**src/rtl/dmem_arbiter.sv**
```systemverilog
// dmem_arbiter: two-requester arbiter (core, DMA/loader) in front of a
// single-port synchronous data memory with one cycle of read latency.
//
// Configuration macro:
//   DMEM_ARB_ROUND_ROBIN_EN  defined   -> contention is resolved round-robin
//                                         against the last granted requester.
//   DMEM_ARB_ROUND_ROBIN_EN  undefined -> core has fixed priority; a wait
//                                         counter forces a DMA grant after
//                                         MAX_WAIT-1 denied cycles.
//
// Grants are purely combinational in the request cycle. The arbiter never
// stores a request that was not granted; the only state is the read-return
// owner, the starvation counter (fixed mode) and the last grant (round-robin).

module dmem_arbiter #(
    parameter int ADDR_W   = 18,
    parameter int MAX_WAIT = 8
) (
    input  logic              clk,
    input  logic              rst,

    input  logic              core_req,
    input  logic              core_we,
    input  logic [3:0]        core_be,
    input  logic [ADDR_W-1:0] core_addr,
    input  logic [31:0]       core_wdata,
    output logic              core_gnt,
    output logic              core_rvalid,
    output logic [31:0]       core_rdata,

    input  logic              dma_req,
    input  logic              dma_we,
    input  logic [3:0]        dma_be,
    input  logic [ADDR_W-1:0] dma_addr,
    input  logic [31:0]       dma_wdata,
    output logic              dma_gnt,
    output logic              dma_rvalid,
    output logic [31:0]       dma_rdata,

    output logic              mem_en,
    output logic              mem_we,
    output logic [3:0]        mem_be,
    output logic [ADDR_W-1:0] mem_addr,
    output logic [31:0]       mem_wdata,
    input  logic [31:0]       mem_rdata
);

    // Who receives the memory read data on the cycle after a read grant.
    typedef enum logic [1:0] {
        OWN_NONE = 2'd0,
        OWN_CORE = 2'd1,
        OWN_DMA  = 2'd2
    } owner_t;

    owner_t owner_q;
    owner_t owner_d;

`ifdef DMEM_ARB_ROUND_ROBIN_EN
    // Identity of the most recent grant; contention goes to the other side.
    typedef enum logic {
        SRC_CORE = 1'b0,
        SRC_DMA  = 1'b1
    } src_t;

    src_t last_gnt_q;
`else
    // Counter width covers 0..MAX_WAIT-1; a single bit is kept for MAX_WAIT=1.
    localparam int CNT_W = (MAX_WAIT > 1) ? $clog2(MAX_WAIT) : 1;
    localparam logic [CNT_W-1:0] WAIT_LAST = CNT_W'(MAX_WAIT - 1);

    logic [CNT_W-1:0] wait_cnt_q;
`endif

    // Combinational grant decision; at most one requester wins per cycle.
    always_comb begin
        core_gnt = 1'b0;
        dma_gnt  = 1'b0;
        if (core_req && dma_req) begin
`ifdef DMEM_ARB_ROUND_ROBIN_EN
            if (last_gnt_q == SRC_DMA) begin
                core_gnt = 1'b1;
            end else begin
                dma_gnt = 1'b1;
            end
`else
            if (wait_cnt_q == WAIT_LAST) begin
                dma_gnt = 1'b1;
            end else begin
                core_gnt = 1'b1;
            end
`endif
        end else if (core_req) begin
            core_gnt = 1'b1;
        end else if (dma_req) begin
            dma_gnt = 1'b1;
        end
    end

    // Steer the granted bundle onto the memory port; reads enable all lanes.
    always_comb begin
        mem_en    = 1'b0;
        mem_we    = 1'b0;
        mem_be    = 4'b0000;
        mem_addr  = '0;
        mem_wdata = 32'h0000_0000;
        if (core_gnt) begin
            mem_en    = 1'b1;
            mem_we    = core_we;
            mem_be    = core_we ? core_be : 4'b1111;
            mem_addr  = core_addr;
            mem_wdata = core_wdata;
        end else if (dma_gnt) begin
            mem_en    = 1'b1;
            mem_we    = dma_we;
            mem_be    = dma_we ? dma_be : 4'b1111;
            mem_addr  = dma_addr;
            mem_wdata = dma_wdata;
        end
    end

    // Next read-return owner: only a granted read claims the next data beat.
    always_comb begin
        owner_d = OWN_NONE;
        if (core_gnt && !core_we) begin
            owner_d = OWN_CORE;
        end else if (dma_gnt && !dma_we) begin
            owner_d = OWN_DMA;
        end
    end

    // Owner register; reset drops any read granted in the same cycle.
    always_ff @(posedge clk) begin
        if (rst) begin
            owner_q <= OWN_NONE;
        end else begin
            owner_q <= owner_d;
        end
    end

    // Read return: only the owner sees rvalid and data, the other side sees 0.
    always_comb begin
        core_rvalid = 1'b0;
        core_rdata  = 32'h0000_0000;
        dma_rvalid  = 1'b0;
        dma_rdata   = 32'h0000_0000;
        case (owner_q)
            OWN_CORE: begin
                core_rvalid = 1'b1;
                core_rdata  = mem_rdata;
            end
            OWN_DMA: begin
                dma_rvalid = 1'b1;
                dma_rdata  = mem_rdata;
            end
            default: begin
                core_rvalid = 1'b0;
                dma_rvalid  = 1'b0;
            end
        endcase
    end

`ifdef DMEM_ARB_ROUND_ROBIN_EN
    // Remember the last winner; reset leaves it at DMA so core goes first.
    always_ff @(posedge clk) begin
        if (rst) begin
            last_gnt_q <= SRC_DMA;
        end else if (core_gnt) begin
            last_gnt_q <= SRC_CORE;
        end else if (dma_gnt) begin
            last_gnt_q <= SRC_DMA;
        end
    end
`else
    // Count consecutive denied DMA cycles, saturating at the forcing value.
    always_ff @(posedge clk) begin
        if (rst) begin
            wait_cnt_q <= '0;
        end else if (!dma_req || dma_gnt) begin
            wait_cnt_q <= '0;
        end else if (wait_cnt_q != WAIT_LAST) begin
            wait_cnt_q <= wait_cnt_q + CNT_W'(1);
        end
    end
`endif

endmodule

```
**config.mk**
```make
export PLATFORM = sky130hd
export DESIGN_NAME = dmem_arbiter
export DESIGN_NICKNAME = d
export VERILOG_FILES = /design/src/rtl/dmem_arbiter.sv
export SDC_FILE = /design/constraint.sdc
export NUM_CORES = 1
export LEC_CHECK = 0
export CELL_PAD_IN_SITES_DETAIL_PLACEMENT = 1
export CELL_PAD_IN_SITES_GLOBAL_PLACEMENT = 2
export CORE_MARGIN = 4
export CORE_UTILIZATION = 10
export CTS_CLUSTER_SIZE = 16
export DETAILED_ROUTE_END_ITERATION = 10
export GPL_ROUTABILITY_DRIVEN = 0
export PLACE_DENSITY = 0.95
export SLEW_MARGIN = 5
export SYNTH_ARGS = -nofsm -noshare
export SYNTH_HDL_FRONTEND = slang
export SYNTH_SLANG_ARGS = --single-unit
```
**constraint.sdc**
```tcl
create_clock -name clk -period 2.05 [get_ports clk]
set_input_delay 0.3075 -clock clk [delete_from_list [all_inputs] [get_ports clk]]
set_output_delay 0.3075 -clock clk [all_outputs]
set_load 0.005 [all_outputs]
```
# Word-level counts from Yosys, hierarchy flattened
# Index checks and enable logic that the tools add are counted.
# op_classes
addsub	1
eq_ne	4
muxes	25
reduce_logical	9
# ops
op	count
two-way mux 32 bit	4
two-way mux 18 bit	2
two-way mux 4 bit	4
two-way mux 1 bit	14
OR reduction 2 bit	2
adder 3 x 1 -> 3 bit, second input constant	1
equality test 3 bit, second input constant	1
logical AND 1 bit	3
zero test 1 bit	3
inequality test 3 bit, second input constant	1
equality test 2 x 1 -> 1 bit, second input constant	1
equality test 2 bit, second input constant	1
two-way mux 2 bit	1
logical OR 1 bit	1
# totals
reg_bits	5
inputBits	146
output_inout_bits	124
word_cells	42

# Logic depth before layout (Yosys ltp)
# depth
word_depth	6
depth_mapped	6
ltp_nobuf	4

# Worst setup path before layout
# Ideal clock, no wire load.
# synth_timing
kind	register -> output
start	register wait_cnt_q[0]
end	output mem_addr[0]
t_arrival_ns	1.429
slack_ns	0.314
stages_incl_launch_ff	7
path_buffers	2
path_cell_list	dfxtp_1 > ha_1 > ha_1 > nand2b_1 > buf_2 > buf_4 > a32o_1
# synth_via
elab_chain_len	5
elab_cells_between_ends	7
# synth_rtl
item	line_no	source
from (decl)	71	logic [CNT_W-1:0] wait_cnt_q;
from (signal assigned)	181	wait_cnt_q <= wait_cnt_q + CNT_W'(1);
equality test 3 bit (*)	86	if (wait_cnt_q == WAIT_LAST) begin
two-way mux 1 bit	86	
two-way mux 1 bit	78	if (core_req && dma_req) begin
two-way mux 18 bit	112	end else if (dma_gnt) begin
two-way mux 18 bit (*)	106	if (core_gnt) begin
to (decl)	43	output logic [ADDR_W-1:0] mem_addr,
# Mark *: on every way between the ends. The rest lies on a longest branch, timed or not.

# Worst setup path in the final report
# layout_timing
start	register wait_cnt_q[0]
end	output mem_addr[14]
# Same word-level chain as after synthesis.

==> impl_summary.md <==
Worst setup path
The worst register-to-register path begins at wait_cnt_q[0]. The critical path arrival is between 1.5 and 2 ns. The worst setup path is captured at a primary output. The data required time of the worst path is 1.74 ns. The critical path launch point type is a flop. Tracing the worst setup path back leads to its startpoint at wait_cnt_q[0]. The largest fanout of any net on the critical path is 7. The start-to-end type of the worst setup path is reg -> out. The number of cell instances on the worst register-to-register path is 7. The capturing point of the worst reg2reg path is owner_q[1]. Setup slack on the worst reg-to-reg path comes out at roughly 0.34 ns. The capture point of the worst path is mem_addr[14].

Finish
0 antenna diodes ended up in the layout. The post-synthesis to final-layout area growth is 228%. The fraction of layout instances using a drive strength above 1 is 0.244. Excluding fillers, the count of instances in the completed layout stands at roughly 640. The number of nets in the layout is slightly above 600.

After routing the design area is 0.00457 mm².

Power
The areal power density over the cells is about 260 mW/mm². Overall power consumption after layout is estimated at 1.20 mW. VDD sags by at most 0.169 mV. The static power due to leakage is between 1.5 and 2 nW.

Synth
The share of the synthesized area in the top cell type is 0.367. The net count after synthesis is ~330. In this run, synthesis inferred 0 flip-flops with an integrated enable.

Synthesis produced around 180 cells. Synthesis inferred 5 register bits. In the post-synthesis netlist, the biggest area contributors are a32o_1 (37%), and2_1 (29%), dfxtp_1 (7.2%). Among all cell types in the netlist, the one instantiated most often is and2_1.

After synthesis, the netlist uses 20 different library cells. The largest area contributor in the netlist is a32o_1. The proportion of synthesized chip area in sequential cells is 0.0719. The leading register cell type out of synthesis is dfxtp_1. A synthesized cell averages 7.91 µm². The area of the mapped netlist is between 0.001 and 0.0015 mm². By count the netlist is led by and2_1 (64), a32o_1 (51), nor2b_1 (11), buf_4 (9), clkbuf_1 (9).

The async set-or-reset flop fraction in the synthesized netlist is 0. For this run, the number of Yosys warnings is 0.

Routing
The count of nets left with antenna violations after detail routing is 0. The count of routing violations after the opening detailed-route iteration is between 60 and 70. The DRC violation count after routing is 0. The final route contains approximately 2,700 vias.

The via-per-instance ratio is between 4 and 5. The total detailed-routing wirelength is ~12,000 µm. The length of the first detailed-routing pass in iterations is 6.

After detailed routing, the average wire length per cell comes to 19.5 µm.

GRT
The global-route wire length before repair is roughly 18,000 µm. The pin count of the biggest net entering global routing is 34. The number of antenna violations at the first check in global routing is 0. After global routing the overflow that remains totals 0. The all-layer global routing usage is 0.146.

The number of global-route vias before repair is approximately 3,100.

STA
The routed design could run at a clock period as short as roughly 2.1 ns. The setup slack after layout is -0.0660 ns. The fmax is ~470 MHz. The slew of the pin with the lowest slew margin is roughly 0.43 ns. The number of max-slew violations in the final report is 0.

The hold violation count in the final report is 0. The worst slew margin relative to its limit is 0.709. Setup repair after global routing could not meet its margin everywhere. After routing, the total negative slack on setup checks comes to -0.870 ns. The part of the cycle the worst path needs is 1.03.

The number of setup violations in the final report is 24. Across the routed clock network, the largest skew measured is between 0.001 and 0.0015 ns.

Hold path
The classification of the worst-slack hold path is reg -> reg.

Clocking
Clock-pin slew was measured on the worst setup and hold paths at around 0.030 ns. The longest clock path from root to sink contains 2 buffers. TritonCTS built the clock tree. In this run the number of H-tree levels came out at 1. The number of clock sinks is 5. The buffer cell driving the clock tree root is clkbuf_16. The post-cts hold buffer count is 0. The clock buffer count from CTS is 3.

The source-to-sink clock delay at the later pin of the worst-skew pair is roughly 0.23 ns.

Place
Port buffering added ~270 buffers. The placed wire-length estimate is between 9000 and 10,000 µm. In this run, placement finished with an instance count of approximately 600. The post-placement cell area is between 0.004 and 0.005 mm².

Floorplan
The standard cell core area is 0.0135 mm². The number of placement rows is between 40 and 50. The effective utilization at floorplan is 0.104. The die extent in x is about 130 µm.

The area of the die is 0.0159 mm². The floorplan die height is around 130 µm. For this design the top-level I/O count stands at 270.

Run status
The checks that failed: negative setup slack. The run finished, with violations left.

Flow run
The max capacitance violation total is 0.
## repair_timing
item                                   CTS  global route
buffers inserted                        16             1
resized for setup                      229            23
gates cloned                             7             1
setup endpoints to repair               57            55
pin swaps                               19             9
endpoints found under the hold margin    0             0
## worst max-delay path: stages, from the launching register on
cell and delay, ns:
dfxtp_2 0.32, ha_4 0.17, ha_4 0.17, nand2b_4 0.22
buf_12 0.18, buf_6 0.12, a32o_1 0.25, buf_2 0.14
## cells by family (layout without fill, tap and decap cells)
logic type      Yosys count  after routing  share of synthesized area
compound gates           58             58                      0.419
simple gates             83             83                      0.372
buf+inv                  27            314                      0.110
flops                     5              5                     0.0719
fa+ha+maj                 3              3                     0.0270
## layout make-up
cell class	instances	area (µm²)
fill	1577	8880
timing repair buffer	306	2960
multi-input combinational	144	1200
tap	176	220
sequential	5	103
clock buffer	4	78.8
inverter	4	15.0
## worst min path at each step
stage	depth (start not counted)	to	slack [ns]	start
finish	1	wait_cnt_q[0]	0.43	wait_cnt_q[0]
detailed placement	1	wait_cnt_q[0]	0.43	wait_cnt_q[0]
floorplan	1	owner_q[0]	0.38	core_we
global route	1	wait_cnt_q[0]	0.45	wait_cnt_q[0]
CTS	1	wait_cnt_q[0]	0.43	wait_cnt_q[0]
global placement	1	wait_cnt_q[0]	0.41	wait_cnt_q[0]
## power breakdown
group	internal [mW]	switching [mW]
Sequential	0.101	0.00180
Clock	0.257	0.0613
Combinational	0.518	0.263
## state kept, by name (all words and copies together) (netlist names)
| signal | flops |
|---|---|
| wait_cnt_q | 3 |
| owner_q | 2 |
## cell usage in the layout (no fill, tap or decap)
| master | count |
|---|---|
| clkdlybuf4s50_1 | 210 |
| and2_1 | 64 |
| a32o_1 | 48 |
| buf_2 | 44 |
| buf_6 | 13 |
| buf_4 | 12 |
| clkbuf_2 | 10 |
| nor2b_1 | 9 |
| buf_16 | 6 |
| buf_12 | 5 |
| clkbuf_16 | 4 |
| o32ai_2 | 3 |
| a32o_2 | 3 |
| inv_1 | 3 |
| nor4_1 | 3 |
| dlygate4sd2_1 | 3 |
| dfxtp_1 | 3 |
| nor2b_2 | 2 |
| or2_2 | 2 |
| ha_4 | 2 |
| buf_8 | 2 |
| dfxtp_2 | 2 |
| a21boi_4 | 1 |
| nand2b_4 | 1 |
| clkinv_1 | 1 |
| nor2_1 | 1 |
| a21bo_2 | 1 |
| o32ai_1 | 1 |
| nor3b_1 | 1 |
| a2111oi_0 | 1 |
| ha_1 | 1 |
| clkbuf_1 | 1 |
## per-layer routing
layer  vias up  part of all wire  global-route usage
met4         0             0.019              0.0385
met2       190              0.55               0.297
li1       1263                 -                   -
met5         -                 0                   0
met1      1204              0.33               0.134
met3        14              0.10              0.0512
## through the flow
stage	setup WS (ns)	hold WS, ns	utilization
global placement	-0.306	0.413	0.322
CTS	-0.0875	0.432	0.344
floorplan	0.314	0.383	-
detailed placement	-0.331	0.433	0.322
finish	-0.0660	0.434	0.340
global route	-0.122	0.453	0.340
No activity file was read; power rests on OpenSTA's default activity.
